--- src/rtl/inc_share_arbiter.sv ---
// Round-robin arbiter that shares one INC (a+1) unit among NUM_REQ requesters.
// One operand in via valid/ready, result back with requester ID via valid/ready.
module inc_share_arbiter #(
    parameter int DATAWIDTH = 8,
    parameter int NUM_REQ   = 4,
    parameter int IDW       = 2
) (
    input  logic                           i_clk,
    input  logic                           i_rst,
    input  logic [NUM_REQ-1:0]             i_req_valid,
    input  logic [NUM_REQ*DATAWIDTH-1:0]   i_req_data,
    output logic [NUM_REQ-1:0]             o_req_ready,
    output logic [DATAWIDTH-1:0]           o_inc_a,
    input  logic [DATAWIDTH-1:0]           i_inc_d,
    output logic                           o_rsp_valid,
    input  logic                           i_rsp_ready,
    output logic [IDW-1:0]                 o_rsp_id,
    output logic [DATAWIDTH-1:0]           o_rsp_data,
    output logic                           o_rsp_wrap,
    output logic                           o_busy
);

    // state | meaning
    // IDLE  | granting: one-hot ready toward the first valid requester from ptr
    // CALC  | operand registered on inc_a; INC output settling
    // HOLD  | response presented, waiting for rsp_ready
    typedef enum logic [1:0] {
        IDLE = 2'd0,
        CALC = 2'd1,
        HOLD = 2'd2
    } state_t;

    state_t                 r_state;
    state_t                 w_state_nxt;
    logic [IDW-1:0]         r_ptr;
    logic [IDW-1:0]         r_rsp_id;
    logic [DATAWIDTH-1:0]   r_inc_a;
    logic [DATAWIDTH-1:0]   r_rsp_data;
    logic                   r_rsp_wrap;
    logic                   r_rsp_valid;

    logic [DATAWIDTH-1:0]   w_req_arr [NUM_REQ];
    logic                   w_gnt_any;
    logic [IDW-1:0]         w_gnt_idx;
    logic [NUM_REQ-1:0]     w_ready;
    logic                   w_xfer;
    logic                   w_rsp_done;
    logic [IDW-1:0]         w_ptr_nxt;

    for (genvar g = 0; g < NUM_REQ; g++) begin : g_unpack
        assign w_req_arr[g] = i_req_data[g*DATAWIDTH +: DATAWIDTH];
    end

    function automatic logic [IDW-1:0] rr_index(input logic [IDW-1:0] base, input int k);
        return IDW'((int'(base) + k) % NUM_REQ);
    endfunction

    // Scan from the farthest offset down so the nearest valid requester to ptr wins.
    always_comb begin
        w_gnt_any = 1'b0;
        w_gnt_idx = '0;
        for (int k = NUM_REQ - 1; k >= 0; k--) begin
            if (i_req_valid[rr_index(r_ptr, k)]) begin
                w_gnt_any = 1'b1;
                w_gnt_idx = rr_index(r_ptr, k);
            end
        end
    end

    always_comb begin
        w_ready = '0;
        if ((r_state == IDLE) && w_gnt_any && !i_rst) begin
            w_ready[w_gnt_idx] = 1'b1;
        end
    end

    assign w_xfer     = (r_state == IDLE) && w_gnt_any;
    assign w_rsp_done = (r_state == HOLD) && r_rsp_valid && i_rsp_ready;
    assign w_ptr_nxt  = (r_rsp_id == IDW'(NUM_REQ - 1)) ? '0 : r_rsp_id + 1'b1;

    always_ff @(posedge i_clk or posedge i_rst) begin
        if (i_rst) begin
            r_state <= IDLE;
        end else begin
            r_state <= w_state_nxt;
        end
    end

    always_comb begin
        w_state_nxt = r_state;
        case (r_state)
            IDLE:    if (w_xfer) w_state_nxt = CALC;
            CALC:    w_state_nxt = HOLD;
            HOLD:    if (w_rsp_done) w_state_nxt = IDLE;
            default: w_state_nxt = IDLE;
        endcase
    end

    // inc_a moves only on a transfer, keeping the INC output steady through CALC.
    always_ff @(posedge i_clk or posedge i_rst) begin
        if (i_rst) begin
            r_ptr       <= '0;
            r_inc_a     <= '0;
            r_rsp_id    <= '0;
            r_rsp_data  <= '0;
            r_rsp_wrap  <= 1'b0;
            r_rsp_valid <= 1'b0;
        end else begin
            if (w_xfer) begin
                r_inc_a  <= w_req_arr[w_gnt_idx];
                r_rsp_id <= w_gnt_idx;
            end
            if (r_state == CALC) begin
                r_rsp_data  <= i_inc_d;
                r_rsp_wrap  <= &r_inc_a;
                r_rsp_valid <= 1'b1;
            end
            if (w_rsp_done) begin
                r_rsp_valid <= 1'b0;
                r_ptr       <= w_ptr_nxt;
            end
        end
    end

    assign o_req_ready = w_ready;
    assign o_inc_a     = r_inc_a;
    assign o_rsp_valid = r_rsp_valid;
    assign o_rsp_id    = r_rsp_id;
    assign o_rsp_data  = r_rsp_data;
    assign o_rsp_wrap  = r_rsp_wrap;
    assign o_busy      = (r_state != IDLE);

endmodule

--- config.mk ---
export PLATFORM = sky130hd
export DESIGN_NAME = inc_share_arbiter
export DESIGN_NICKNAME = d
export VERILOG_FILES = /design/src/rtl/inc_share_arbiter.sv
export SDC_FILE = /design/constraint.sdc
export NUM_CORES = 1
export LEC_CHECK = 0
export ABC_CLOCK_PERIOD_IN_PS = 2100
export BUFFER_PORTS_ARGS = -buffer_cell sky130_fd_sc_hd__buf_4
export CAP_MARGIN = 40
export CELL_PAD_IN_SITES_DETAIL_PLACEMENT = 2
export CELL_PAD_IN_SITES_GLOBAL_PLACEMENT = 2
export CORE_ASPECT_RATIO = 1.1
export CORE_UTILIZATION = 25
export DETAILED_ROUTE_END_ITERATION = 12
export PLACE_DENSITY_LB_ADDON = 0.1
export SYNTH_ARGS = -nofsm -noshare
export SYNTH_HDL_FRONTEND = slang
export SYNTH_SLANG_ARGS = --single-unit
export TNS_END_PERCENT = 30
--- constraint.sdc ---
create_clock -name i_clk -period 2.1 [get_ports i_clk]
set_clock_uncertainty 0.2 [all_clocks]
set_input_delay 0 -clock i_clk [delete_from_list [all_inputs] [get_ports i_clk]]
set_output_delay 0 -clock i_clk [all_outputs]
set_load 0.01 [all_outputs]
======== Word-level counts from Yosys, hierarchy flattened ========
Index checks and enable logic that the tools add are counted.
operators by class
  multiplexer cells ....................... 28
  shifts and indexed selects .............. 0
  order comparisons ....................... 7
  reduce and logical (&&, ||, !) cells .... 11
  bitwise gates (word level) .............. 1
  add/subtract/negate cells ............... 4
  div/mod/pow operators ................... 0
  multiply operators ...................... 0
  equality and inequality tests ........... 5
operators with widths
  operator                                                     number
  binary-select mux 8 bit (select 2 bit)                       1
  two-way mux 8 bit                                            2
  less-than comparator 2 x 3 -> 1 bit (second input constant)  5
  two-way mux 2 bit                                            7
  two-way mux 1 bit                                            11
  binary-select mux 1 bit (select 2 bit)                       4
  AND reduction 8 bit                                          1
  one-hot mux 2 bit (3 select lines)                           1
  logical AND 1 bit                                            5
  adder 2 x 1 -> 2 bit (second input constant)                 2
  adder 2 bit (second input constant)                          2
  == test 2 bit (second input constant)                        2
  two-way mux 4 bit                                            1
  != test 2 bit (second input constant)                        2
  nonzero test 2 bit                                           2
  >= comparator 3 bit (second input constant)                  1
  NOT 2 -> 3 bit                                               1
  demux 1 bit (select 2 bit)                                   1
  == test 2 x 1 -> 1 bit (second input constant)               1
  >= comparator 2 x 1 -> 1 bit (second input constant)         1
  zero test 2 bit                                              1
  AND reduction 2 bit                                          1
  zero test 1 bit                                              1
word-level totals
  ROM bits ................................ 0
  flip-flop bits (word level) ............. 24
  input bits .............................. 47
  memory bits (writable) .................. 0
  latch bits .............................. 0
  memories kept ........................... 0

======== Depth between registers and ports, before layout ========
Gate-level depths: netlist (run 1).
  word-level depth ........................ 12
  gate-level depth with buffers ........... 5

======== Worst setup path before layout (run 1) ========
OpenSTA, ideal clock, no wires.
  path type ............................... flip-flop to flip-flop
  from .................................... reg r_state[0]
  to ...................................... reg r_inc_a[0], in the netlist o_inc_a[0]
  data arrival time ....................... 1.591 ns
  clock period less this slack ............ 1.878 ns
  stages on the path, launching flop included .. 6
  required time ........................... 1.813 ns
  buffers on the path ..................... 1
  slack ................................... 0.222 ns
  cells stage by stage .................... dfrtp_1 or2_1 or2_4 or3_4 buf_6 o221ai_2
between the ends
  word-level cells in the longest chain between the ends .. 2
RTL lines
  what                    RTL line  source
  from (decl)             33        state_t r_state;
  from (signal assigned)  85        r_state <= w_state_nxt;
  zero test 2 bit         77        assign w_xfer = (r_state == IDLE) && w_gnt_any;
  logical AND 1 bit       77
  to (signal assigned)    110       r_inc_a <= w_req_arr[w_gnt_idx];
  to (decl)               37        logic [DATAWIDTH-1:0] r_inc_a;
Every way passes these cells.
A chain may end at the register's enable or synchronous reset.

======== Worst setup path after layout (run 1) ========
  from .................................... reg r_ptr[1]
  to ...................................... reg r_inc_a[7], in the netlist o_inc_a[7]
between the ends
  word-level cells in the longest chain between the ends .. 11
  elaborated cells between the ends (all ways) .. 24
RTL lines
  what                                                  RTL line  source
  from (decl)                                           35        logic [IDW-1:0] r_ptr;
  from (signal assigned)                                120       r_ptr <= w_ptr_nxt;
  adder 2 bit                                           55        return IDW'((int'(base) + k) % NUM_REQ);
  binary-select mux 1 bit (select 2 bit)                63        if (i_req_valid[rr_index(r_ptr, k)]) begin
  two-way mux 1 bit (implied by the code)               63
  two-way mux 2 bit (4 in a row)                        63
  NOT 2 -> 3 bit (implied by the code)                  110
  binary-select mux 8 bit (select 2 bit)                110
  two-way mux 8 bit (implied by the code) (2 in a row)  110
Several ways; a longest one is shown, not always the timed one. The select of a mux whose other input is x is not followed.

==> results of run 1 <==
-- routing by layer --
metal	global-route usage	vias up
met5	0	-
met4	0.0420	0
met3	0.0329	5
met2	0.361	36
met1	0.213	692
li1	-	649
-- worst max-delay path, delay by kind of cell, from the launching register on --
family / cells / cell delay [ns]
mux: 1 / 0.29
buf+inv: 2 / 0.26
flops: 1 / 0.45
compound gates: 2 / 0.25
simple gates: 1 / 0.51
-- how the worst max path moves through the flow --
stage | startpoint | endpoint
final | r_ptr[1] | o_inc_a[7]
after global placement | r_state[0] | o_inc_a[1]
after CTS | r_state[0] | o_req_ready[2]
after detailed placement | r_ptr[1] | o_inc_a[7]
after floorplan | r_state[0] | o_inc_a[0]
after global routing | r_ptr[1] | o_inc_a[7]
-- repair_timing --
| item | 4_1_cts | 5_1_grt |
|---|---|---|
| hold buffers | 42 | 0 |
| buffers inserted | 4 | 5 |
| hold endpoints to repair | 42 | 0 |
| resized for setup | 3 | 3 |
| pin swaps | 2 | 1 |
| endpoints found under the setup margin | 4 | 3 |
| cloned | 0 | 1 |
-- synthesized netlist by cell type --
library cell | n | area share
nand3_1 | 1 | 0.0039
buf_1 | 1 | 0.0029
nand2_1 | 14 | 0.041
a21oi_1 | 1 | 0.0039
nand2b_1 | 1 | 0.0049
nor4_1 | 1 | 0.0049
nor3_1 | 1 | 0.0039
o21a_1 | 1 | 0.0058
o21ai_2 | 1 | 0.0068
or3b_2 | 1 | 0.0068
o31ai_1 | 1 | 0.0058
nor2b_1 | 2 | 0.0097
or2_4 | 1 | 0.0068
nand4_1 | 2 | 0.0097
nor3_2 | 1 | 0.0078
ha_1 | 1 | 0.0097
o21ai_0 | 1 | 0.0039
buf_6 | 1 | 0.0088
mux2_2 | 10 | 0.088
dfrtp_1 | 24 | 0.47
clkbuf_1 | 1 | 0.0029
a21boi_0 | 1 | 0.0058
a21o_1 | 1 | 0.0058
inv_1 | 3 | 0.0088
and2b_1 | 1 | 0.0058
or2_1 | 1 | 0.0049
o221ai_2 | 7 | 0.082
a311oi_1 | 1 | 0.0068
or3_4 | 1 | 0.0088
buf_4 | 2 | 0.012
nor2_1 | 3 | 0.0088
o221ai_1 | 2 | 0.014
mux2i_1 | 17 | 0.13
-- logic make-up (layout without fill, tap and decap cells) --
logic type,Yosys count,after routing,share of synthesized area
AND/OR/NAND/NOR,31,31,0.128
multiplexers,27,27,0.220
flip-flops,24,24,0.467
AO/OA/AOI/OAI,17,17,0.140
buffers and inverters,8,133,0.0350
adder cells (fa/ha/maj),1,1,0.00974
-- stage by stage --
stage                     utilization  setup slack [ns]  cell area, µm²  hold WS, ns
final                           0.509           0.00695            2530       0.0722
after detailed placement        0.382            0.0884            1900      -0.0569
after global placement          0.382             0.126            1900      -0.0664
after global routing            0.509           -0.0670            2530       0.0838
after CTS                       0.491           0.00423            2440        0.177
after floorplan                     -             0.222            1280       -0.177
-- power by group through the flow --
stage / Sequential, W / Combinational (W) / Clock [W]
6_report: 0.000873 / 0.00169 / 0.000417
5_1_grt: 0.000902 / 0.00182 / 0.000444
4_1_cts: 0.000864 / 0.00155 / 0.000423
3_5_place_dp: 0.000870 / 0.00141 / 0
3_3_place_gp: 0.000860 / 0.00136 / 0
2_1_floorplan: 0.000914 / 0.000751 / 0
-- flip-flops by register name (all words and copies together), names as in the netlist --
signal / cells
r_ptr: 2
o_rsp_data: 8
o_inc_a: 8
o_rsp_id: 2
o_rsp_wrap: 1
o_rsp_valid: 1
r_state: 2
-- layout make-up --
| cell class | instances | area share |
|---|---|---|
| Multi-Input combinational cell | 76 | 0.268 |
| Sequential cell | 24 | 0.238 |
| Clock inverter | 1 | 0.0119 |
| Inverter | 3 | 0.00445 |
| Tap cell | 58 | 0.0287 |
| Timing Repair Buffer | 126 | 0.432 |
| Clock buffer | 3 | 0.0163 |
==> metrics.md, run 1 <==
| Metric | Value |
|---|---|
| Synthesis-to-layout area growth | `96.8%` |
| Die Wd | `70.4 µm` |
| Die height | `77.2 µm` |
| Final HPWL DP | `~3.1 mm` |
| Clock transition at path regs | `roughly 0.090 ns` |
| Share of cells above drive strength 1 | `0.494` |
| Slew Limit Fails | `0` |
| Worst hold start | `i_req_valid[1]` |
| R2R setup slack | `0.007 ns` |
| Routed WL | `5.20 mm` |
| Worst Tran Pin Value | `0.351 ns` |
| Crit path capture type | `register` |
| GRT Util Overall | `0.189` |
| Worst EP required | `2.05 ns` |
| Worst vdd ir | `0.000472 V` |
| Clock Path Buffers | `2` |
| Clock buffer count from CTS | `3` |
| I/O pin total | `72` |
| Via/cell ratio | `roughly 4.7` |
| Comb pwr share | `0.568` |
| Power Dens Cells | `1180 mW/mm²` |
| Synth Cell Area | `0.00128 mm²` |
| Met2 wire len | `slightly below 3 mm` |
| FF-to-FF Start | `r_ptr[1]` |
| Initial antenna violation count | `0` |
| DRC viols | `0` |
| Synth Net Count | `156` |
| Synth unique cells | `33` |
| RR Endpoint | `o_inc_a[7]` |
| # fillers | `516` |
| # rows | `27` |
| RSZ-0062 raised after global routing | `true` |
| Residual antenna-violating net count after detailed routing | `0` |
| Worst min path class | `in2reg` |
| Commonest cells after routing, fill and taps aside | `buf_4 (81), dlygate4sd3_1 (42), dfrtp_1 (23)` |
| First-pass GRT wire length | `7.89 mm` |
| Detailed router's first-iteration violation count | `16` |
| Syn avg cell area | `11.9 µm²` |
| Largest net degree at the start of global routing | `25` |
| Initial Util | `0.259` |
| DRT Pass-1 Iters | `6` |
| Ys Warns | `0` |
| IO Port Bufs | `71` |
| Multi-input gate area | `~680 µm²` |
| GRT overflow | `0` |
| ANT cells | `0` |
| Slowest stage delay, CP | `0.51 ns` |
| Hold Crit Endpoint | `r_state[0]` |
| Final Critical Period | `about 2.1 ns` |
| CTS sink cnt | `24` |
| Share of total power in sequential cells | `0.293` |
| CTS root buffer | `clkbuf_8` |
| Maxcap violations | `0` |
| Worst Path Max Fanout | `6` |
| Clk pwr share | `0.140` |
| Status | `completed` |
| CTS H-tree lvls | `1` |
| Crit-path cells | `or3b_2, o221ai_4, buf_12, buf_4, mux2i_1, o221ai_2` |
| Register area | `602 µm²` |
| Final non-filler cell total | `291` |
| Vias in the first global route | `1529` |
| Avg WL per Cell | `17.9 µm` |
| Die ar. | `0.00543 mm²` |
| Switch share | `0.372` |
| Final Hold Fails | `0` |
| Static leakage power | `1.22 nW` |
| Reg2Reg Depth | `6` |
| TritonCTS clock tree | `done` |
| Metal1 wirelength | `between 1.5 and 2 mm` |
| Post-Syn Instances | `108` |
| Metal3 WL | `174 µm` |
| Global placement routability congestion | `around 0.75` |
| Most common cell after layout, fill and taps aside | `buf_4` |
| Final period utilization | `0.997` |
| Worst-skew pair later-pin latency | `0.27 ns` |
| Routed vias | `1382` |
| Setup Viol. Count Final | `0` |
| Slew headroom | `0.764` |
| Uppermost layer routed | `met4` |
| Crit path DAT | `2.04 ns` |
| Layout Nets | `approximately 280` |
| Switch Pwr | `0.00111 W` |
| Setup_tns | `0 ns` |
| Crit path max-delay cell type | `or3b_2` |
| Cell count after placement | `235` |
| Seq cells post-synth | `24` |
| Sequential share of the synthesized area | `0.467` |
| Total design power | `0.00298 W` |
| Startpoint types | `register` |
| Setup CP Type | `reg2reg` |
| Max Fclk | `0.478 GHz` |
| Core Box Area | `0.00497 mm²` |
| Hold path cells | `4` |
| Cell-internal power | `0.00187 W` |
Power figures use the tool's default switching activity.
==> inputs of run 2 (changes only) <==
CORE_MARGIN = 3   (was default)
==> run 2 against run 1 <==
  * Largest power group unchanged
  * Final cell count is the same
  * Non-clock buffer count grew 1
  * Cell area is the same
  * Combinational power grew 5%
  * Routed wire length grew 11%
  * Worst setup slack gained 0.0054 ns
  * Via count grew 1.2%
  * Total power shrank 0.15%
==> metrics.md, run 2 (synthesized netlist as in run 1, its figures left out) <==
| Metric | Value |
|---|---|
| CTS root buffer | `clkbuf_8 (unchanged)` |
| GRT Util Overall | `0.184 (was 0.189)` |
| Global placement routability congestion | `0.743 (was 0.752)` |
| Max Fclk | `0.479 GHz (was 0.478 GHz)` |
| Routed WL | `5.78 mm (was 5.20 mm)` |
| DRC viols | `0 (unchanged)` |
| Uppermost layer routed | `met4 (unchanged)` |
| Die ar. | `0.00604 mm² (was 0.00543 mm²)` |
| Routed vias | `1398 (was 1382)` |
| DRT Pass-1 Iters | `4 (was 6)` |
| Worst min path class | `in2reg (unchanged)` |
| Setup_tns | `0 ns (unchanged)` |
| CP delay by family, top | `simple AND/OR/NAND/NOR gates (unchanged)` |
| Clock transition at path regs | `0.09 ns (about the same)` |
| Worst Path Max Fanout | `8 (was 6)` |
| Metal1 wirelength | `2.14 mm (was 2.00 mm)` |
| Commonest cells after routing, fill and taps aside | `buf_4 (82), dlygate4sd3_1 (42), dfrtp_1 (24) (was buf_4 (81), dlygate4sd3_1 (42), dfrtp_1 (23))` |
| Avg WL per Cell | `19.9 µm (was 17.9 µm)` |
| Startpoint types | `register (unchanged)` |
| Largest net degree at the start of global routing | `25 (unchanged)` |
| Share of cells above drive strength 1 | `0.491 (was 0.494)` |
| Layout Nets | `283 (was 282)` |
| Worst EP required | `1.90 ns (was 2.05 ns)` |
| Static leakage power | `1.21 nW (was 1.22 nW)` |
| Core Box Area | `0.00481 mm² (was 0.00497 mm²)` |
| Die Wd | `74.4 µm (was 70.4 µm)` |
| CP bufs+invs | `1 (was 2)` |
| Setup CP Type | `reg2out (was reg2reg)` |
| IO Port Bufs | `71 (unchanged)` |
| GRT overflow | `0 (unchanged)` |
| Crit path DAT | `1.89 ns (was 2.04 ns)` |
| Crit-path cells | `or2_1, or2_4, or3_4, nor3_2, buf_4 (was or3b_2, o221ai_4, buf_12, buf_4, mux2i_1, o221ai_2)` |
| Utilization after layout | `0.525 (was 0.509)` |
| Final Critical Period | `2.09 ns (about the same)` |
| Status | `completed (unchanged)` |
| Final Hold Fails | `0 (unchanged)` |
| Crit path capture type | `output port (was register)` |
| Worst-skew pair later-pin latency | `0.28 ns (was 0.27 ns)` |
| Clock Path Buffers | `2 (unchanged)` |
| Via/cell ratio | `4.80 (was 4.75)` |
| CTS sink cnt | `24 (unchanged)` |
| Initial Util | `0.267 (was 0.259)` |
| Vias in the first global route | `1642 (was 1529)` |
| Final hold slack | `0.102 ns (was 0.0722 ns)` |
| I/O pin total | `72 (unchanged)` |
| Met2 wire len | `3.35 mm (was 2.98 mm)` |
| Metal3 WL | `232 µm (was 174 µm)` |
| Worst Tran Pin Value | `0.355 ns (was 0.351 ns)` |
| TritonCTS clock tree | `done (unchanged)` |
| Final period utilization | `0.994 (was 0.997)` |
| Final HPWL DP | `3.20 mm (was 3.11 mm)` |
| Clock buffer count from CTS | `3 (unchanged)` |
| Maxcap violations | `0 (unchanged)` |
| Detailed router's first-iteration violation count | `46 (was 16)` |
| Slew headroom | `0.763 (was 0.764)` |
| # rows | `26 (was 27)` |
| Synthesis-to-layout area growth | `96.8% (unchanged)` |
| Setup Viol. Count Final | `0 (unchanged)` |
| Slowest stage delay, CP | `0.39 ns (was 0.51 ns)` |
| # fillers | `481 (was 516)` |
| CTS H-tree lvls | `1 (unchanged)` |
| Worst vdd ir | `0.000681 V (was 0.000472 V)` |
| Slew Limit Fails | `0 (unchanged)` |
| Most common cell after layout, fill and taps aside | `buf_4 (unchanged)` |
| Die height | `81.2 µm (was 77.2 µm)` |
| First-pass GRT wire length | `8.42 mm (was 7.89 mm)` |
| Residual antenna-violating net count after detailed routing | `0 (unchanged)` |
| RSZ-0062 raised after global routing | `true (unchanged)` |
| Initial antenna violation count | `1 (was 0)` |
| Power Dens Cells | `1180 mW/mm² (about the same)` |
| Crit path max-delay cell type | `dfrtp_1 (was or3b_2)` |
run 2: area by class of cell:
cell class                 instances  area, µm²  area share
timing repair buffer             127       1100       0.435
multi-input combinational         76        688       0.272
sequential                        24        601       0.238
tap                               56       70.1      0.0277
clock buffer                       4       55.1      0.0218
inverter                           3       11.3     0.00445
antenna                            1       2.50    0.000990
run 2: worst min-delay path, stage by stage:
cell and delay [ns]:
buf_4 0.10, nor4_1 0.05, or2_4 0.26, nand2_1 0.07, o21ai_0 0.06
run 2: metrics by stage:
stage	area, µm²	instances	power [W]	setup WS (ns)
floorplan	1280	108	0.00166	0.222
global placement	1900	234	0.00223	0.182
detailed placement	1900	234	0.00230	0.115
CTS	2420	284	0.00277	0.0177
global route	2530	291	0.00316	-0.0697
finish	2530	291	0.00298	0.0123
run 2: where the power goes:
group          total [W]  switching [W]  internal (W)
Clock           0.000330       0.000161      0.000168
Sequential      0.000881       0.000194      0.000687
Combinational    0.00177       0.000815      0.000952
run 2: timing repair:
item	4_1_cts	5_1_grt
endpoints found under the setup margin	4	4
buffers inserted	4	5
hold buffers	42	0
endpoints found under the hold margin	43	0
pin swaps	2	1
cloned	0	1
gates resized for setup	2	5
run 2: final timing paths:
check	from	to	slack (ns)	cells past startpoint
max in group asynchronous	i_rst	o_inc_a[5]	1.27	4
min in group asynchronous	i_rst	o_inc_a[1]	0.19	4
worst max-delay path	r_state[0]	o_req_ready[3]	0.01	5
worst min-delay path	i_req_valid[1]	o_rsp_id[0]	0.10	5
worst max register to register	r_ptr[1]	o_inc_a[5]	0.03	6
worst min register to register	o_rsp_wrap	o_rsp_wrap	0.32	1
run 2: per-layer routing:
| metal | GRT usage | up-vias |
|---|---|---|
| li1 | - | 649 |
| met1 | 0.193 | 704 |
| met2 | 0.371 | 39 |
| met3 | 0.0433 | 6 |
| met4 | 0.0267 | 0 |
| met5 | 0 | - |
==> inputs of run 3 (changes only) <==
BUFFER_PORTS_ARGS = default   (was -buffer_cell sky130_fd_sc_hd__buf_4)
CORE_UTILIZATION = 36   (was 25)
DONT_BUFFER_PORTS = 1   (was default)
==> run 3 against run 2 <==
  * Die area is 28% lower
  * Global-route usage rose by 3.7 points
  * Fmax grew 2.2%
==> metrics.md, run 3 (synthesized netlist as in run 1, its figures left out) <==
| Metric | Value |
|---|---|
| Status | `completed (unchanged)` |
| Crit path max-delay cell type | `dfrtp_1 (unchanged)` |
| Worst vdd ir | `0.000416 V (was 0.000681 V)` |
| Crit path capture type | `output port (unchanged)` |
| Final Critical Period | `2.04 ns (was 2.09 ns)` |
| TritonCTS clock tree | `done (unchanged)` |
| Hold Crit Endpoint | `o_inc_a[5] (was o_rsp_id[0])` |
| Initial Util | `0.380 (was 0.267)` |
| Final Hold Fails | `0 (unchanged)` |
| Reg2Reg Depth | `5 (was 6)` |
| Worst-skew pair later-pin latency | `0.33 ns (was 0.28 ns)` |
| Share of cells above drive strength 1 | `0.255 (was 0.491)` |
| Via/cell ratio | `5.54 (was 4.80)` |
| Die height | `68.7 µm (was 81.2 µm)` |
| # fillers | `317 (was 481)` |
| Layout Nets | `210 (was 283)` |
| Vias in the first global route | `1309 (was 1642)` |
| Final HPWL DP | `2.46 mm (was 3.20 mm)` |
| Utilization after layout | `0.586 (was 0.525)` |
| Power Dens Cells | `1300 mW/mm² (was 1180 mW/mm²)` |
| DRC viols | `0 (unchanged)` |
| Clock Path Buffers | `2 (unchanged)` |
| ANT cells | `0 (was 1)` |
| Synthesis-to-layout area growth | `54.3% (was 96.8%)` |
| Hold path cells | `3 (was 5)` |
| Clock buffer count from CTS | `3 (unchanged)` |
| Worst Tran Pin Value | `0.527 ns (was 0.355 ns)` |
| Routed WL | `5.05 mm (was 5.78 mm)` |
| Slew Limit Fails | `0 (unchanged)` |
| GRT overflow | `0 (unchanged)` |
| CTS root buffer | `clkbuf_4 (was clkbuf_8)` |
| Maxcap violations | `0 (unchanged)` |
| Design Area, Final | `0.00198 mm² (was 0.00253 mm²)` |
| Largest net degree at the start of global routing | `25 (unchanged)` |
| Commonest cells after routing, fill and taps aside | `dlygate4sd3_1 (46), dfrtp_1 (24), mux2i_1 (17) (was buf_4 (82), dlygate4sd3_1 (42), dfrtp_1 (24))` |
| Avg WL per Cell | `24.2 µm (was 19.9 µm)` |
| Worst EP required | `1.90 ns (about the same)` |
| Residual antenna-violating net count after detailed routing | `0 (unchanged)` |
| CTS sink cnt | `24 (unchanged)` |
| Setup_tns | `0 ns (unchanged)` |
| Setup CP Type | `reg2out (unchanged)` |
| Startpoint types | `register (unchanged)` |
| # rows | `22 (was 26)` |
| Clock transition at path regs | `0.15 ns (was 0.09 ns)` |
| FF-to-FF Start | `r_state[0] (was r_ptr[1])` |
| Final period utilization | `0.973 (was 0.994)` |
| I/O pin total | `72 (unchanged)` |
| Most common cell after layout, fill and taps aside | `dlygate4sd3_1 (was buf_4)` |
| Worst min path class | `in2reg (unchanged)` |
| Worst Path Max Fanout | `4 (was 8)` |
| RSZ-0062 raised after global routing | `true (unchanged)` |
| Core Box Area | `0.00339 mm² (was 0.00481 mm²)` |
| Crit-path cells | `or2_4, or2_4, or3_4, nor3_4 (was or2_1, or2_4, or3_4, nor3_2, buf_4)` |
| Die Wd | `63.0 µm (was 74.4 µm)` |
| Crit path DAT | `1.84 ns (was 1.89 ns)` |
| DP Area | `0.00137 mm² (was 0.00190 mm²)` |
| R2R setup slack | `0.10 ns (was 0.03 ns)` |
| Initial antenna violation count | `0 (was 1)` |
| RR Endpoint | `o_inc_a[1] (was o_inc_a[5])` |
| CTS H-tree lvls | `1 (unchanged)` |
| First-pass GRT wire length | `7.09 mm (was 8.42 mm)` |
| Worst hold start | `i_req_valid[3] (was i_req_valid[1])` |
| Detailed router's first-iteration violation count | `32 (was 46)` |
| Static leakage power | `0.863 nW (was 1.21 nW)` |
| DRT Pass-1 Iters | `4 (unchanged)` |
| Die ar. | `0.00432 mm² (was 0.00604 mm²)` |
| Slowest stage delay, CP | `0.41 ns (was 0.39 ns)` |
| Worst path most repeated cell | `or2_4` |
| Routed vias | `1157 (was 1398)` |
| Slew headroom | `0.648 (was 0.763)` |
| Max Fclk | `0.489 GHz (was 0.479 GHz)` |
| Setup Viol. Count Final | `0 (unchanged)` |
| GRT Util Overall | `0.221 (was 0.184)` |
| Global placement routability congestion | `0.699 (was 0.743)` |
| IO Port Bufs | `0 (was 71)` |
## run 3: repair_timing
action,4_1_cts,5_1_grt
hold buffers,46,0
cloned,0,1
setup endpoints to repair,4,4
pin swaps,1,1
setup buffers,2,0
gates resized for setup,4,8
hold endpoints to repair,49,0
## run 3: critical path, delay by kind of cell (launching register included)
| family | cells | cell delay, ns |
|---|---|---|
| flip-flops | 1 | 0.41 |
| AND/OR/NAND/NOR | 4 | 1.11 |
## run 3: stage by stage
stage | setup WS (ns) | hold slack [ns] | cells | power, W
2_1_floorplan | 0.222 | -0.177 | 108 | 0.00166
3_3_place_gp | 0.196 | -0.218 | 156 | 0.00187
3_5_place_dp | 0.155 | -0.209 | 156 | 0.00193
4_1_cts | -0.0387 | 0.0484 | 208 | 0.00239
5_1_grt | -0.0352 | 0.112 | 209 | 0.00273
6_report | 0.0565 | 0.0949 | 209 | 0.00258
## run 3: metal layers
metal | track usage | wire length, µm | vias to the layer above
li1 | - | - | 506
met1 | 0.238 | 2030 | 594
met2 | 0.437 | 2720 | 53
met3 | 0.0519 | 266 | 4
met4 | 0.0606 | 40 | 0
met5 | 0 | 0 | -
## run 3: area by class of cell
type,count,area [µm²],area share
Clock buffer,3,22.5,0.0114
Timing Repair Buffer,54,551,0.278
Sequential cell,24,601,0.303
Multi-Input combinational cell,76,708,0.357
Tap cell,48,60.1,0.0303
Clock inverter,1,30.0,0.0151
Inverter,3,11.3,0.00568
## run 3: worst max path at each step
stage,from,end,slack (ns)
final,r_state[0],o_req_ready[3],0.06
after global routing,r_ptr[1],o_req_ready[3],-0.04
after CTS,r_ptr[1],o_req_ready[1],-0.04
after detailed placement,r_state[0],o_inc_a[0],0.15
after global placement,r_state[0],o_inc_a[1],0.20
after floorplan,r_state[0],o_inc_a[0],0.22
## run 3: report_power, final
group	switching (W)	internal (W)	leakage, nW
clock	0.000161	0.000193	0.0279
combinational	0.000634	0.000604	0.544
sequential	0.000304	0.000685	0.291
